===== config.mk =====
export PLATFORM = sky130hd
export DESIGN_NAME = mem_write_buffer
export DESIGN_NICKNAME = d
export VERILOG_FILES = /design/src/rtl/mem_write_buffer_pkg.sv /design/src/rtl/wb_cam_fifo.sv /design/src/rtl/mem_write_buffer.sv
export SDC_FILE = /design/constraint.sdc
export NUM_CORES = 2
export LEC_CHECK = 0
export BUFFER_PORTS_ARGS = -buffer_cell sky130_fd_sc_hd__buf_2
export CORE_MARGIN = 1
export CORE_UTILIZATION = 46
export CTS_CLUSTER_SIZE = 24
export DETAILED_ROUTE_END_ITERATION = 12
export PLACE_DENSITY = 0.65
export SETUP_SLACK_MARGIN = 0.4
export SLEW_MARGIN = 10
export SYNTH_ARGS = -nofsm -noshare
export SYNTH_HDL_FRONTEND = slang
export SYNTH_SLANG_ARGS = --single-unit

===== constraint.sdc =====
create_clock -name clk -period 39.1 [get_ports clk]
set_clock_uncertainty 0.1 [all_clocks]
set_input_delay 7.82 -clock clk [delete_from_list [all_inputs] [get_ports clk]]
set_output_delay 7.82 -clock clk [all_outputs]
set_load 0.005 [all_outputs]

===== src/rtl/mem_write_buffer_pkg.sv =====
// Shared definitions for the posted write buffer: default geometry, memory FSM
// states and the cache request decode used by the cache side of the buffer.
package mem_write_buffer_pkg;

    localparam int unsigned WB_DEPTH  = 4;
    localparam int unsigned WB_ADDR_W = 28;
    localparam int unsigned WB_DATA_W = 128;

    typedef enum logic [1:0] {
        M_IDLE  = 2'd0,
        M_WRITE = 2'd1,
        M_READ  = 2'd2
    } mstate_t;

    typedef enum logic [1:0] {
        REQ_NONE  = 2'd0,
        REQ_READ  = 2'd1,
        REQ_WRITE = 2'd2
    } req_t;

    // Read and write together is illegal on the cache port; read wins if it happens.
    function automatic req_t decode_req(input logic rd, input logic wr);
        if (rd)
            return REQ_READ;
        else if (wr)
            return REQ_WRITE;
        else
            return REQ_NONE;
    endfunction

endpackage


===== src/rtl/wb_cam_fifo.sv =====
// Line FIFO with a parallel address CAM: youngest-hit lookup, coalescing write
// port into non-in-flight entries, and an in-flight marker on the head entry.
module wb_cam_fifo
    import mem_write_buffer_pkg::*;
#(
    parameter int unsigned DEPTH  = WB_DEPTH,
    parameter int unsigned ADDR_W = WB_ADDR_W,
    parameter int unsigned DATA_W = WB_DATA_W
) (
    input  logic                     i_clk,
    input  logic                     i_rst,
    input  logic [ADDR_W-1:0]        i_addr,
    input  logic [DATA_W-1:0]        i_wdata,
    input  logic                     i_push,
    input  logic                     i_coal,
    input  logic [$clog2(DEPTH)-1:0] i_coal_idx,
    input  logic                     i_pop,
    input  logic                     i_mark_head,
    output logic                     o_hit,
    output logic [DATA_W-1:0]        o_hit_data,
    output logic                     o_coal_hit,
    output logic [$clog2(DEPTH)-1:0] o_coal_idx,
    output logic [$clog2(DEPTH)-1:0] o_head_idx,
    output logic [ADDR_W-1:0]        o_head_addr,
    output logic [DATA_W-1:0]        o_head_data,
    output logic [$clog2(DEPTH):0]   o_count,
    output logic                     o_full
);

    localparam int unsigned PW = $clog2(DEPTH);

    logic              r_valid [DEPTH];
    logic              r_infl  [DEPTH];
    logic [ADDR_W-1:0] r_addr  [DEPTH];
    logic [DATA_W-1:0] r_data  [DEPTH];
    logic [PW-1:0]     r_head;
    logic [PW-1:0]     r_tail;
    logic [PW:0]       r_count;

    logic [PW-1:0]     w_idx;
    logic [PW-1:0]     w_hit_idx;

    // Scan oldest to youngest so the last match found is the youngest one.
    always_comb begin
        o_hit      = 1'b0;
        o_coal_hit = 1'b0;
        o_coal_idx = '0;
        w_hit_idx  = '0;
        w_idx      = '0;
        for (int unsigned k = 0; k < DEPTH; k++) begin
            w_idx = r_head + PW'(k);
            if (r_valid[w_idx] && (r_addr[w_idx] == i_addr)) begin
                o_hit     = 1'b1;
                w_hit_idx = w_idx;
                if (!r_infl[w_idx]) begin
                    o_coal_hit = 1'b1;
                    o_coal_idx = w_idx;
                end
            end
        end
    end

    assign o_hit_data  = r_data[w_hit_idx];
    assign o_head_idx  = r_head;
    assign o_head_addr = r_addr[r_head];
    assign o_head_data = r_data[r_head];
    assign o_count     = r_count;
    assign o_full      = (r_count == (PW+1)'(DEPTH));

    always_ff @(posedge i_clk or posedge i_rst) begin
        if (i_rst) begin
            for (int unsigned i = 0; i < DEPTH; i++) begin
                r_valid[i] <= 1'b0;
                r_infl[i]  <= 1'b0;
                r_addr[i]  <= '0;
                r_data[i]  <= '0;
            end
            r_head  <= '0;
            r_tail  <= '0;
            r_count <= '0;
        end else begin
            if (i_pop) begin
                r_valid[r_head] <= 1'b0;
                r_infl[r_head]  <= 1'b0;
                r_head          <= r_head + PW'(1);
            end
            if (i_mark_head)
                r_infl[r_head] <= 1'b1;
            if (i_push) begin
                r_valid[r_tail] <= 1'b1;
                r_infl[r_tail]  <= 1'b0;
                r_addr[r_tail]  <= i_addr;
                r_data[r_tail]  <= i_wdata;
                r_tail          <= r_tail + PW'(1);
            end
            if (i_coal)
                r_data[i_coal_idx] <= i_wdata;
            case ({i_push, i_pop})
                2'b10:   r_count <= r_count + (PW+1)'(1);
                2'b01:   r_count <= r_count - (PW+1)'(1);
                default: r_count <= r_count;
            endcase
        end
    end

endmodule


===== src/rtl/mem_write_buffer.sv =====
// Posted write buffer between the cache memory port and main memory: cache
// handshake, pending-read register and the in-order memory drain FSM.
module mem_write_buffer
    import mem_write_buffer_pkg::*;
#(
    parameter int unsigned DEPTH  = WB_DEPTH,
    parameter int unsigned ADDR_W = WB_ADDR_W,
    parameter int unsigned DATA_W = WB_DATA_W
) (
    input  logic                   clk,
    input  logic                   proc_reset,
    input  logic                   c_read,
    input  logic                   c_write,
    input  logic [ADDR_W-1:0]      c_addr,
    input  logic [DATA_W-1:0]      c_wdata,
    output logic [DATA_W-1:0]      c_rdata,
    output logic                   c_ready,
    output logic                   mem_read,
    output logic                   mem_write,
    output logic [ADDR_W-1:0]      mem_addr,
    output logic [DATA_W-1:0]      mem_wdata,
    input  logic [DATA_W-1:0]      mem_rdata,
    input  logic                   mem_ready,
    output logic [$clog2(DEPTH):0] wb_count
);

    localparam int unsigned PW = $clog2(DEPTH);

    mstate_t           r_mstate, w_mstate_nxt;
    logic              r_c_ready, r_rd_pend;
    logic [DATA_W-1:0] r_c_rdata;
    logic [ADDR_W-1:0] r_rd_addr;
    logic              r_mem_read, r_mem_write;
    logic [ADDR_W-1:0] r_mem_addr;
    logic [DATA_W-1:0] r_mem_wdata;

    logic              w_mem_read_nxt, w_mem_write_nxt;
    logic [ADDR_W-1:0] w_mem_addr_nxt;
    logic [DATA_W-1:0] w_mem_wdata_nxt;
    req_t              w_req;
    logic              w_sample, w_wr, w_rd, w_coal, w_push;
    logic              w_pop, w_mark, w_rd_done;
    logic              w_hit, w_coal_hit, w_full;
    logic [PW-1:0]     w_coal_idx, w_head_idx;
    logic [DATA_W-1:0] w_hit_data, w_head_data;
    logic [ADDR_W-1:0] w_head_addr;
    logic [PW:0]       w_count;

    assign w_req    = decode_req(c_read, c_write);
    assign w_sample = !r_c_ready && !r_rd_pend;
    assign w_wr     = w_sample && (w_req == REQ_WRITE);
    assign w_rd     = w_sample && (w_req == REQ_READ);
    assign w_coal   = w_wr && w_coal_hit;
    assign w_push   = w_wr && !w_coal_hit && !w_full;

    wb_cam_fifo #(
        .DEPTH (DEPTH),
        .ADDR_W(ADDR_W),
        .DATA_W(DATA_W)
    ) u_fifo (
        .i_clk      (clk),
        .i_rst      (proc_reset),
        .i_addr     (c_addr),
        .i_wdata    (c_wdata),
        .i_push     (w_push),
        .i_coal     (w_coal),
        .i_coal_idx (w_coal_idx),
        .i_pop      (w_pop),
        .i_mark_head(w_mark),
        .o_hit      (w_hit),
        .o_hit_data (w_hit_data),
        .o_coal_hit (w_coal_hit),
        .o_coal_idx (w_coal_idx),
        .o_head_idx (w_head_idx),
        .o_head_addr(w_head_addr),
        .o_head_data(w_head_data),
        .o_count    (w_count),
        .o_full     (w_full)
    );

    always_comb begin
        w_mstate_nxt    = r_mstate;
        w_mem_read_nxt  = r_mem_read;
        w_mem_write_nxt = r_mem_write;
        w_mem_addr_nxt  = r_mem_addr;
        w_mem_wdata_nxt = r_mem_wdata;
        w_pop           = 1'b0;
        w_mark          = 1'b0;
        w_rd_done       = 1'b0;
        case (r_mstate)
            M_IDLE: begin
                if (r_rd_pend) begin
                    w_mstate_nxt   = M_READ;
                    w_mem_read_nxt = 1'b1;
                    w_mem_addr_nxt = r_rd_addr;
                end else if (w_count != '0) begin
                    w_mstate_nxt    = M_WRITE;
                    w_mem_write_nxt = 1'b1;
                    w_mem_addr_nxt  = w_head_addr;
                    w_mark          = 1'b1;
                    // A coalesce into the head on launch must reach memory too.
                    w_mem_wdata_nxt = (w_coal && (w_coal_idx == w_head_idx)) ? c_wdata : w_head_data;
                end
            end
            M_WRITE: begin
                if (mem_ready) begin
                    w_mstate_nxt    = M_IDLE;
                    w_mem_write_nxt = 1'b0;
                    w_pop           = 1'b1;
                end
            end
            M_READ: begin
                if (mem_ready) begin
                    w_mstate_nxt   = M_IDLE;
                    w_mem_read_nxt = 1'b0;
                    w_rd_done      = 1'b1;
                end
            end
            default: w_mstate_nxt = M_IDLE;
        endcase
    end

    always_ff @(posedge clk or posedge proc_reset) begin
        if (proc_reset) begin
            r_mstate    <= M_IDLE;
            r_mem_read  <= 1'b0;
            r_mem_write <= 1'b0;
            r_mem_addr  <= '0;
            r_mem_wdata <= '0;
        end else begin
            r_mstate    <= w_mstate_nxt;
            r_mem_read  <= w_mem_read_nxt;
            r_mem_write <= w_mem_write_nxt;
            r_mem_addr  <= w_mem_addr_nxt;
            r_mem_wdata <= w_mem_wdata_nxt;
        end
    end

    always_ff @(posedge clk or posedge proc_reset) begin
        if (proc_reset) begin
            r_c_ready <= 1'b0;
            r_c_rdata <= '0;
            r_rd_pend <= 1'b0;
            r_rd_addr <= '0;
        end else begin
            r_c_ready <= w_coal || w_push || (w_rd && w_hit) || w_rd_done;
            if (w_rd && w_hit)
                r_c_rdata <= w_hit_data;
            else if (w_rd_done)
                r_c_rdata <= mem_rdata;
            if (w_rd && !w_hit) begin
                r_rd_pend <= 1'b1;
                r_rd_addr <= c_addr;
            end else if (w_rd_done) begin
                r_rd_pend <= 1'b0;
            end
        end
    end

    assign c_ready   = r_c_ready;
    assign c_rdata   = r_c_rdata;
    assign mem_read  = r_mem_read;
    assign mem_write = r_mem_write;
    assign mem_addr  = r_mem_addr;
    assign mem_wdata = r_mem_wdata;
    assign wb_count  = w_count;

endmodule


Word level (Yosys, flattened, before mapping)

Cells that the tools add are included.
Widths: inputs -> output; s select.

Register bits: 957
Latch bits: 0
Bits in writable memories: 0
Bits in read-only memories: 0
Bits of input ports: 289
Output and inout port bits: 290
Logic and storage cells: 228
Memories kept: 0

Add/sub/neg operators: 6
$mul: 0
Div/mod/pow operators: 0
Order comparisons: 10
Equal/unequal tests: 19
Shift-type cells: 0
Multiplexer cells: 112
Bitwise gates (word level): 15
Reduce and logical (&&, ||, !) cells: 38

Operators with widths:

| kind               | count |
|---|---|
| $mux 128           | 9 |
| $bwmux 512         | 2 |
| $mux 512           | 2 |
| $bmux 128 s2       | 2 |
| $demux 128 s2      | 2 |
| $mux 28            | 11 |
| $bmux 28 s2        | 4 |
| $bwmux 112         | 1 |
| $eq 28x28->1       | 4 |
| $demux 28 s2       | 1 |
| $mux 1             | 42 |
| $mux 2             | 17 |
| $ge 3x3->1 const B | 7 |
| $not 2->3          | 7 |
| $mux 4             | 5 |
| $bmux 1 s2         | 8 |
| $logic_and 1x1->1  | 16 |
| $and 4x4->4        | 3 |
| $reduce_bool 2->1  | 6 |
| $ne 2x2->1 const B | 5 |
| $lt 3x1->1 const B | 3 |
| $not 4->4          | 2 |
| $or 4x4->4         | 2 |
| $eq 2x1->1 const B | 3 |
| 22 further kinds   | 36 |

Depth between registers and ports, before layout

Word-level depth: 20
Gate-level depth with buffers: 29
Gate-level depth less buffers: 16

Hierarchy

From an unflattened synthesis, not the netlist that was laid out.

Cell total of the unflattened synthesis: 4,546
Area, all modules: 54,175.7 µm²

By module, submodules not included:

| module           | instances | cells an instance | area each (µm²) | seq. area each (µm²) |
|---|---|---|---|---|
| wb_cam_fifo      | 1         | 3,210             | 39,785.7        | 15,990.3 |
| mem_write_buffer | 1         | 1,336             | 14,390.1        | 7,957.6 |

Worst setup path before layout

OpenSTA, ideal clock, no wires.

Path type: input -> register
Start point: input c_addr[0]
End point: register u_fifo.r_data[391] in the netlist's numbering
Arrival time: 11.084 ns
Path slack: 27.789 ns
Stages: 14
Path through: clkbuf_1 inv_1 xnor2_1 a2bb2oi_1 or4_1 or4_4 nor3b_2 o21ai_1 mux2_2 and2_1 o21ai_1 buf_4 buf_6 mux2_1

Word-level cells in the longest chain between the ends: 16
Elaborated cells between the ends (all ways): 35

Ends and longest elaborated chain:

| element                                                        | RTL line               | source |
|---|---|---|
| from (decl)                                                    | mem_write_buffer.sv:14 | `input logic [ADDR_W-1:0] c_addr,` |
| $eq 28x28->1                                                   | wb_cam_fifo.sv:52      | `if (r_valid[w_idx] && (r_addr[w_idx] == i_addr)) begin` |
| $logic_and 1x1->1                                              | wb_cam_fifo.sv:52      |  |
| $mux 2                                                         | wb_cam_fifo.sv:52      |  |
| $mux 2                                                         | wb_cam_fifo.sv:55      | `if (!r_infl[w_idx]) begin` |
| $mux 2                                                         | wb_cam_fifo.sv:52      |  |
| $mux 2                                                         | wb_cam_fifo.sv:55      |  |
| $mux 2                                                         | wb_cam_fifo.sv:52      |  |
| $mux 2                                                         | wb_cam_fifo.sv:55      |  |
| $mux 2                                                         | wb_cam_fifo.sv:52      |  |
| $not 2->3 (not written as such)                                | wb_cam_fifo.sv:97      | `r_data[i_coal_idx] <= i_wdata;` |
| $ge 3x3->1 (not written as such) or $lt 3x1->1 (tied branches) | wb_cam_fifo.sv:97      |  |
| $logic_and 1x1->1 (not written as such)                        | wb_cam_fifo.sv:97      |  |
| $mux 128 (not written as such)                                 | wb_cam_fifo.sv:97      |  |
| $demux 128 s2                                                  | wb_cam_fifo.sv:97      |  |
| $bwmux 512                                                     | wb_cam_fifo.sv:97      |  |
| $mux 512 *                                                     | wb_cam_fifo.sv:96      | `if (i_coal)` |
| to (signal, indexed assignment)                                | wb_cam_fifo.sv:93      | `r_data[r_tail] <= i_wdata;` |
| to (signal, indexed assignment)                                | wb_cam_fifo.sv:97      |  |
| to (decl)                                                      | wb_cam_fifo.sv:35      | `logic [DATA_W-1:0] r_data [DEPTH];` |

Mark *: on every way between the ends. The rest lies on a longest branch, timed or not.
A chain may end at the register's enable or synchronous reset.

Worst setup path after layout

Start point: input c_addr[0]
End point: register u_fifo.r_data[195] in the netlist's numbering

The elaborated chain is that of the path after synthesis.

==> impl_metrics.toml <==
[worst_setup_path]
end_kind = "register"
timing.critical_path.cells = "buf_2 > inv_1 > a222oi_1 > o211a_1 > nand3_1 > or3b_1 > or4b_1 > o2111ai_1 > nor2b_1 > nand2_1 > buf_4 > a21boi_4 > buf_4 > buf_4 > mux2_1"
start_kind = "input port"
worstPathRequired_ns = 39.58
cpPeakStageDelay_ns = 0.83
crit_path_frequent_cell = "buf_4"
r2r_slack_ns = 29.89
crit_fanout = 43
critical_path_buf_inv_count = 5
critical_path_arrival_ns = 13.76
timing.rr.start = "u_fifo.o_head_idx[0]"
criticalPathCategory = "input port to register"
crit_start = "c_addr[0]"
slowest_stage = "buf_4"
cp_top_family = "buffers and inverters"

[cts]
clk_path_buf_depth = 3
cts_tree = "done"
clock-sinks = 957
clock_latency_ns = 0.71
cts_setup_buffers = 0
holdBufCountCts = 0
numCtsBuffers = 105
post_cts_resized = 0
clk_pin_slew_ns = 0.06
cts_root_buf = "clkbuf_16"
cts-htree-levels = 3

[finish]
nets = 4727
nFillCells = 9506
drive_above_1_share_pct = 32.02
area_delta_synth_final_pct = 13.66
stdcell_count = 6000

[floorplanning]
fp.dieW_um = 335.1
num_rows = 121
initial_core_util_pct = 46.64
ioPinCount = 579
dieHeight_um = 335.1
coreArea_mm2 = 0.1095
design.die.area_mm2 = 0.1123

[power_and_ir_drop]
peakVddDrop_v = 0.00007520
power.density_mw_per_mm2 = 84.91
power.leakage_nw = 25.48

[yosys]
synthXorXnorAreaFrac_pct = 1.561
synth_area_leader_cell = "dfrtp_1"
synth_compound_area_share_pct = 8.568
synth_fa_ha_area_share_pct = 0.3333
synthMuxAreaShare_pct = 33.99
synth-async-reset-ratio_pct = 100.0
postSynthCellCount = 4002
ys_warn_count = 0
synth_enable_flop_cells = 0
yosys.area_share.simple_pct = 4.757
synthesis.nets = 4304
yosysMostFrequentCell = "dfrtp_1"
synth_top_area_share_pct = 46.91
ys_ff_latch = 957
synth_common_cells = "957 x dfrtp_1, 508 x mux2i_1, 378 x nand2_1"
synth_area_leaders = "dfrtp_1 47%, mux2i_1 10%, mux2_2 7.8%"
ys_types = 88
synthFlopType = "dfrtp_1"
seq_area_frac_synth_pct = 46.91
avgSynthCellArea_um2 = 12.76
syn-cell-area_mm2 = 0.05105
synth_top_family_by_area = "multiplexers"

[route]
drt_wl_total_um = 156300
drcViolationCount = 0
vias = 35878
first_pass_iters = 5
antenna_left = 0
vias_per_cell = 5.980
wl_per_cell_um = 26.05
drtIter0Drc = 2772

[placement]
dp.cells = 5794
dpl.hpwl_um = 100100
gp_congestion = 1.015
io_buffers = 578
pre_cts_ws_ns = 25.18

[global_route]
grt_pass1_vias = 36334
grt_overflow = 0
track_usage_pct = 27.65
grt_antenna_before_repair = 34
grt_max_degree = 172
grt_pass1_wl_um = 236800

[sta]
finalWorstSetupSlack_ns = 25.82
fin_crit_ns = 13.28
max_slew_margin_pct = 16.89
finalCritPeriodShare_pct = 33.96
worst_pin_slew_ns = 1.247
setup_viol = 0
rsz0062_at_grt = "false"
tns_ns = 0
slew_viol_final = 0
holdWs_ns = 0.3743
fmax_ghz = 0.07530
hold_viol_final = 0

[outcome]
status = "completed"

[min_path]
hold_path.class = "register to register"
hp-start = "mem_wdata[98]"

[flow_run]
cap_violations = 0
layout by cell type, fill, tap and decap left out, types with 121 or more instances in the layout:
cell type | netlist | routed
dfrtp_1 | 957 | 955
buf_2 | 53 | 578
mux2i_1 | 508 | 508
nand2_1 | 378 | 377
mux2_2 | 353 | 353
mux2_1 | 271 | 271
mux4_2 | 172 | 172
a21oi_1 | 149 | 149
o2bb2ai_1 | 132 | 132
o21ai_1 | 124 | 121
where the power goes:
part	internal [mW]	switching (mW)
Sequential	1.44	0.370
Combinational	1.05	1.08
Clock	0.562	0.422
layout make-up:
class	instances	area, um^2	share of cell area, %
diodes	21	52.55	0.09057
clock buffers	161	3069	5.290
clock inverters	24	340.3	0.5865
inverters	23	93.84	0.1617
multi-input cells	2701	25240	43.50
flip-flops and latches	957	23960	41.29
well taps	1476	1847	3.183
repair buffers	637	3423	5.900
logic make-up (layout without fill, tap and decap cells):
group | count (synthesis) | count (layout)
muxes | 1395 | 1395
and+or+nand+nor | 544 | 544
buffers and inverters | 344 | 845
xor gates and xnor gates | 91 | 91
DFF | 957 | 957
adders and majority gates | 13 | 13
other | 0 | 21
AOI/OAI and AO/OA | 658 | 658
flip-flops by register name (all words and copies together) (netlist names), 2 cells and up:
signal and flops:
u_fifo.r_data 512, c_rdata 128, mem_wdata 128, u_fifo.r_addr 112
mem_addr 28, r_rd_addr 28, u_fifo.r_infl 4, u_fifo.r_valid 4
u_fifo.o_count 3, r_mstate 2, u_fifo.o_head_idx 2, u_fifo.r_tail 2
through the flow:
stage | utilization (%) | instance area [um^2] | power (mW)
2_1_floorplan | - | 51050 | 3.246
3_3_place_gp | 49.85 | 54560 | 3.885
3_5_place_dp | 49.85 | 54560 | 3.928
4_1_cts | 52.96 | 57970 | 4.932
5_1_grt | 53.00 | 58010 | 5.209
6_report | 53.01 | 58020 | 4.927
metal layers:
layer,vias up,share of wire (%),GRT usage [%]
li1,15701,-,-
met1,18521,43,38.70
met2,1330,46,42.37
met3,302,6.9,5.261
met4,24,3.6,11.06
met5,-,0.088,0
worst register-to-register path, stage by stage (launching register included):
cell,delay [ns]
dfrtp_4,0.87
inv_2,0.52
ha_4,0.91
buf_4,0.58
mux4_2,0.63
xor2_1,0.22
nor4_2,0.34
nand3_1,0.15
or3b_1,0.41
or4b_1,0.52
o2111ai_1,0.21
nor2b_1,0.27
nand2_1,0.12
buf_4,0.48
a21boi_4,0.64
buf_4,0.78
buf_4,0.90
mux2_1,0.45
worst paths after layout:
path	to	depth (start not counted)
worst max register to register	u_fifo.r_data[195]	17
min in group asynchronous	mem_wdata[86]	2
max in group asynchronous	u_fifo.r_data[376]	6
worst max-delay path	u_fifo.r_data[195]	15
worst min register to register	mem_wdata[98]	2
worst min-delay path	mem_wdata[98]	2
Note: power is estimated with default switching activity, not from simulation.
